## config.mk

```make
export PLATFORM = sky130hd
export DESIGN_NAME = tmds_link_ctrl
export DESIGN_NICKNAME = d
export VERILOG_FILES = /design/src/rtl/tmds_link_pkg.sv /design/src/rtl/tmds_link_ctrl_sync_2ff.sv /design/src/rtl/tmds_link_ctrl.sv
export SDC_FILE = /design/constraint.sdc
export NUM_CORES = 1
export LEC_CHECK = 0
export ABC_AREA = 1
export CAP_MARGIN = 20
export CORE_MARGIN = 2
export CORE_UTILIZATION = 42
export DETAILED_ROUTE_END_ITERATION = 7
export GPL_TIMING_DRIVEN = 0
export PLACE_DENSITY_LB_ADDON = 0.15
export SLEW_MARGIN = 10
export SYNTH_ARGS = -nofsm -noshare
export SYNTH_HDL_FRONTEND = slang
export SYNTH_SLANG_ARGS = --single-unit
```

## constraint.sdc

```tcl
create_clock -name i_pixel_clk -period 2.71 [get_ports i_pixel_clk]
set_clock_uncertainty 0.2 [all_clocks]
set_input_delay 0.813 -clock i_pixel_clk [delete_from_list [all_inputs] [get_ports i_pixel_clk]]
set_output_delay 0.813 -clock i_pixel_clk [all_outputs]
set_load 0.02 [all_outputs]
```

## src/rtl/tmds_link_pkg.sv

```systemverilog
// Shared types and TMDS control-token constants for the link bring-up sequencer.
package tmds_link_pkg;

  typedef enum logic [2:0] {
    WAIT_LOCK,
    SERDES_RST,
    FLUSH,
    WAIT_FRAME,
    RUN
  } link_state_e;

  localparam logic [9:0] TOKEN_00 = 10'b1101010100;
  localparam logic [9:0] TOKEN_01 = 10'b0010101011;
  localparam logic [9:0] TOKEN_10 = 10'b0101010100;
  localparam logic [9:0] TOKEN_11 = 10'b1010101011;

  function automatic logic [9:0] ctrl_token(input logic [1:0] c);
    logic [9:0] tok;
    case (c)
      2'b00:   tok = TOKEN_00;
      2'b01:   tok = TOKEN_01;
      2'b10:   tok = TOKEN_10;
      default: tok = TOKEN_11;
    endcase
    return tok;
  endfunction

endpackage

```

## src/rtl/tmds_link_ctrl_sync_2ff.sv

```systemverilog
// Two-flop synchronizer for a single asynchronous level, cleared by synchronous reset.
module sync_2ff (
  input  logic i_clk,
  input  logic i_rst,
  input  logic i_d,
  output logic o_q
);

  logic r_meta;
  logic r_q;

  always_ff @(posedge i_clk) begin
    if (i_rst) begin
      r_meta <= 1'b0;
      r_q    <= 1'b0;
    end else begin
      r_meta <= i_d;
      r_q    <= r_meta;
    end
  end

  assign o_q = r_q;

endmodule

```

## src/rtl/tmds_link_ctrl.sv

```systemverilog
// TMDS link bring-up: qualify MMCM lock, pulse serdes reset, flush control tokens,
// then start video on a vsync rising edge. All outputs are registered from next state.
//
// state      | meaning
// WAIT_LOCK  | serdes held in reset, counting consecutive synchronized-lock cycles
// SERDES_RST | lock qualified, serdes reset held for a fixed window
// FLUSH      | serdes released, control tokens only
// WAIT_FRAME | tokens until the next vsync rising edge
// RUN        | link up, encoded video passed through while vde is high
module tmds_link_ctrl
  import tmds_link_pkg::*;
#(
  parameter int LOCK_STABLE_CYCLES = 1024,
  parameter int SERDES_RST_CYCLES  = 16,
  parameter int FLUSH_CYCLES       = 64,
  parameter int LOSS_CNT_W         = 8
) (
  input  logic                  i_pixel_clk,
  input  logic                  i_rst,
  input  logic                  i_mmcm_locked,
  input  logic                  i_hsync,
  input  logic                  i_vsync,
  input  logic                  i_vde,
  input  logic [9:0]            i_tmds_ch0_in,
  input  logic [9:0]            i_tmds_ch1_in,
  input  logic [9:0]            i_tmds_ch2_in,
  output logic [9:0]            o_tmds_ch0_out,
  output logic [9:0]            o_tmds_ch1_out,
  output logic [9:0]            o_tmds_ch2_out,
  output logic                  o_serdes_rst,
  output logic                  o_link_up,
  output logic [LOSS_CNT_W-1:0] o_lock_loss_cnt
);

  localparam int CNT_MAX_12 = (LOCK_STABLE_CYCLES > SERDES_RST_CYCLES) ?
                              LOCK_STABLE_CYCLES : SERDES_RST_CYCLES;
  localparam int CNT_MAX    = (CNT_MAX_12 > FLUSH_CYCLES) ? CNT_MAX_12 : FLUSH_CYCLES;
  localparam int CNT_W      = $clog2(CNT_MAX);

  link_state_e           r_state;
  link_state_e           w_next;
  logic [CNT_W-1:0]      r_cnt;
  logic                  r_vsync_d;
  logic                  w_lock_s;
  logic                  w_loss;
  logic [9:0]            r_ch0;
  logic [9:0]            r_ch1;
  logic [9:0]            r_ch2;
  logic                  r_serdes_rst;
  logic                  r_link_up;
  logic [LOSS_CNT_W-1:0] r_loss_cnt;

  sync_2ff u_lock_sync (
    .i_clk (i_pixel_clk),
    .i_rst (i_rst),
    .i_d   (i_mmcm_locked),
    .o_q   (w_lock_s)
  );

  always_ff @(posedge i_pixel_clk) begin
    if (i_rst) r_state <= WAIT_LOCK;
    else       r_state <= w_next;
  end

  always_comb begin
    w_next = r_state;
    w_loss = (r_state != WAIT_LOCK) && !w_lock_s;
    case (r_state)
      WAIT_LOCK:  if (w_lock_s && (r_cnt == CNT_W'(LOCK_STABLE_CYCLES - 1))) w_next = SERDES_RST;
      SERDES_RST: if (r_cnt == CNT_W'(SERDES_RST_CYCLES - 1)) w_next = FLUSH;
      FLUSH:      if (r_cnt == CNT_W'(FLUSH_CYCLES - 1)) w_next = WAIT_FRAME;
      WAIT_FRAME: if (i_vsync && !r_vsync_d) w_next = RUN;
      RUN:        w_next = RUN;
      default:    w_next = WAIT_LOCK;
    endcase
    // Lock loss overrides every other transition.
    if (w_loss) w_next = WAIT_LOCK;
  end

  always_ff @(posedge i_pixel_clk) begin
    if (i_rst) begin
      r_cnt        <= '0;
      r_vsync_d    <= 1'b0;
      r_serdes_rst <= 1'b1;
      r_link_up    <= 1'b0;
      r_loss_cnt   <= '0;
      r_ch0        <= TOKEN_00;
      r_ch1        <= TOKEN_00;
      r_ch2        <= TOKEN_00;
    end else begin
      r_vsync_d <= i_vsync;

      if (w_next != r_state)                      r_cnt <= '0;
      else if (r_state == WAIT_LOCK && !w_lock_s) r_cnt <= '0;
      else if (r_state inside {WAIT_LOCK, SERDES_RST, FLUSH})
        r_cnt <= r_cnt + CNT_W'(1);

      r_serdes_rst <= (w_next == WAIT_LOCK) || (w_next == SERDES_RST);
      r_link_up    <= (w_next == RUN);

      if (w_loss && (r_loss_cnt != '1)) r_loss_cnt <= r_loss_cnt + LOSS_CNT_W'(1);

      if (w_next == RUN && i_vde) begin
        r_ch0 <= i_tmds_ch0_in;
        r_ch1 <= i_tmds_ch1_in;
        r_ch2 <= i_tmds_ch2_in;
      end else begin
        r_ch0 <= ctrl_token({i_vsync, i_hsync});
        r_ch1 <= TOKEN_00;
        r_ch2 <= TOKEN_00;
      end
    end
  end

  assign o_tmds_ch0_out  = r_ch0;
  assign o_tmds_ch1_out  = r_ch1;
  assign o_tmds_ch2_out  = r_ch2;
  assign o_serdes_rst    = r_serdes_rst;
  assign o_link_up       = r_link_up;
  assign o_lock_loss_cnt = r_loss_cnt;

endmodule

```

==> impl_metrics.toml <==
[min_path]
worstHoldPathType = "register to register"
min_from = "u_lock_sync.r_meta$_SDFF_PP0_"
min_delay_path_depth = 2

[yosys]
post_synth.cell_area_avg_sq_um = 8.303
synth_top_flop_cell = "dfxtp_1"
synth_nets = 306
synth.ff_latch_count = 56
syn_inst = 264
sequential_share_of_the_synthesized_area_pct = 51.14
post_synth_instance_area_sq_mm = 0.002192
ys.warnings.count = 0
synth_async_reset_ratio_pct = 0
synth_edf_count = 0
synthDominantAreaCellType = "dfxtp_1"
synth_cell_types = 30
synth_top_area_share_pct = 51.14
ys_top_cells_by_area = "dfxtp_1 (51%), nor2_1 (8.0%), nand2_1 (7.9%), inv_1 (5.7%), ha_1 (3.4%)"

[drt]
drt-vias-per-instance = 4.483
detail_route.wirelength_um = 4610
wire_per_inst_um = 11.08
drtIter0Drc = 65
routed-via-count = 1865
drc_errors = 0
antenna_violating_nets_post_route = 0
firstDrtPassIters = 4

[worst_setup_path]
cp_cell_sequence = "clkdlybuf4s50_1"
cpLargestDelayFamily = "buffers and inverters"
startpoint = "o_lock_loss_cnt[2]$_SDFFE_PP0P_"
crit_slowest_cell = "clkdlybuf4s50_1"
criticalPathCategory = "register to output port"
rr_worst_depth = 8
critical_path_buffers_and_inverters = 1
cp_num_cells = 1
timing.critical_path.fanout_max = 6
timing.critical_path.from_type = "register"
worst_setup_path_end_kind = "output port"
required_ps = 1700
worstPathArrival_ps = 1350
critical_path.endpoint = "o_lock_loss_cnt[2]"
worst-r2r-setup-slack_ps = 810
critical_path.reg2reg.endpoint = "o_tmds_ch1_out[9]$_SDFF_PP1_"
critical_path.max_stage_delay_ps = 630
reg2reg_launch_point = "r_state[1]$_SDFF_PP0_"

[global_routing]
grt_max_degree = 17
gr-usage-all-layers_pct = 16.61
globalRouteOverflowTotal = 0
global_route_wire_length_before_repair_um = 7872
vias_in_the_first_global_route = 1714
number_of_antenna_violations_at_the_first_check_in_global_routing = 0

[timing]
setup-violations-final = 0
final_min_period_over_clock_period_pct = 87.24
finalHoldViolations = 0
max_clk_rate_ghz = 0.4230
post-route-min-period_ps = 2364
worst_slew_margin_rel_pct = 72.56
hold_ws_ps = 214.5
slew_at_the_pin_closest_to_its_max_slew_limit_ps = 409.9
totalNegativeSetupSlack_ps = 0
timing_max_transition_violations_final = 0
rsz0062_at_grt = "no"

[die]
placementRows = 26
core_area_sq_mm = 0.005075
boundaryPins = 76
floorplan.die_area_sq_mm = 0.005813
initial_utilization_pct = 43.20
die_x_um = 76.25
die-height_um = 76.25

[outcome]
outcome = "finished, final reports clean"

[final_layout]
syn2layout_area_growth_pct = 44.12
mostFrequentLayoutCell = "clkdlybuf4s50_1"
layout.core_utilization_pct = 62.25
most-common-layout-cells = "clkdlybuf4s50_1 (75), dfxtp_1 (56), nor2_1 (47), nand2_1 (46), inv_1 (33)"
final_layout_size_suffix_gt1_share_pct = 6.358
final_non_filler_cell_total = 416
insertedDiodeCount = 0
fillers = 469
nets = 388

[clock_network]
cts.root.buffer_cell = "clkbuf_8"
holdBufCountCts = 0
clock_latency_ps = 300
post_cts.repair.setup_buffers = 0
tritoncts = "yes"
postCtsResizedCells = 0
cts.sink_count = 56
htree_levels = 2
cts.path.max_buffers = 2
cts_buffer_count = 5
clk_pin_slew_worst_paths_ps = 90

[placement]
gpl.final_weighted_congestion = 0.8357
hpwlAfterDp_um = 3514
port_buffers = 75
dp.cells = 409

[pwr]
p_leak_nw = 1.307
worst_ir_drop_on_vdd_uv = 308.9
total_power_mw = 1.567
power_per_cell_area_mw_per_mm2 = 496.0

[flow_run]
maxCapViolations = 0
## per-stage QoR
stage	cell area, sq um	setup slack (ps)
2_1_floorplan	2192	758.1
3_3_place_gp	3030	57.09
3_5_place_dp	3030	34.89
4_1_cts	3159	328.8
5_1_grt	3159	241.2
6_report	3159	345.9
## routing by layer
metal	global-route usage, %	wire length [um]
met5	0	0
met2	26.28	2070
met1	22.29	2247
met3	4.384	244
met4	4.909	48
## logic make-up (layout without fill, tap and decap cells)
family,count (synthesis),count (layout),synth area share (%)
and+or+nand+nor,128,128,26.20
DFF,56,56,51.14
buffers and inverters,37,119,6.735
adders and majority gates,6,6,3.425
xor gates and xnor gates,10,10,3.995
AOI/OAI and AO/OA,27,27,8.505
## Yosys cell counts, types with 3 or more instances
library cell,number
nor2_1,47
a21oi_1,11
nand2_1,46
xor2_1,4
or2_1,8
ha_1,6
nor3_1,3
o211ai_1,4
nand3_1,12
inv_1,33
o21ai_0,7
xnor2_1,6
dfxtp_1,56
## cell type report
cell class | count | area, sq um | area share, %
buffer | 3 | 20.02 | 0.6337
clock buffer | 5 | 68.82 | 2.178
clock inverter | 2 | 60.06 | 1.901
inverter | 34 | 127.6 | 4.040
multi-input combinational | 171 | 923.4 | 29.23
sequential | 56 | 1121 | 35.49
tap | 70 | 87.58 | 2.772
timing repair buffer | 75 | 750.7 | 23.76
## worst min-delay path by stage
stage	endpoint	slack (ps)
6_report	u_lock_sync.o_q$_SDFF_PP0_	210
5_1_grt	u_lock_sync.o_q$_SDFF_PP0_	230
4_1_cts	u_lock_sync.o_q$_SDFF_PP0_	220
3_5_place_dp	u_lock_sync.o_q$_SDFF_PP0_	210
3_3_place_gp	u_lock_sync.o_q$_SDFF_PP0_	190
2_1_floorplan	u_lock_sync.o_q$_SDFF_PP0_	190
## flip-flops by register name, indices dropped and copies added (netlist names), 3 cells and up
| signal | count |
|---|---|
| r_state | 3 |
| o_tmds_ch1_out | 10 |
| o_lock_loss_cnt | 8 |
| r_cnt | 10 |
| o_tmds_ch2_out | 10 |
| o_tmds_ch0_out | 10 |
## report_power, final
group / switching (mW) / leakage [nW] / internal (mW) / total, mW
logic: 0.0456 / 0.788 / 0.0697 / 0.115
clock network: 0.250 / 0.0642 / 0.363 / 0.614
registers: 0.00361 / 0.455 / 0.835 / 0.838
Power figures use the tool's default switching activity.
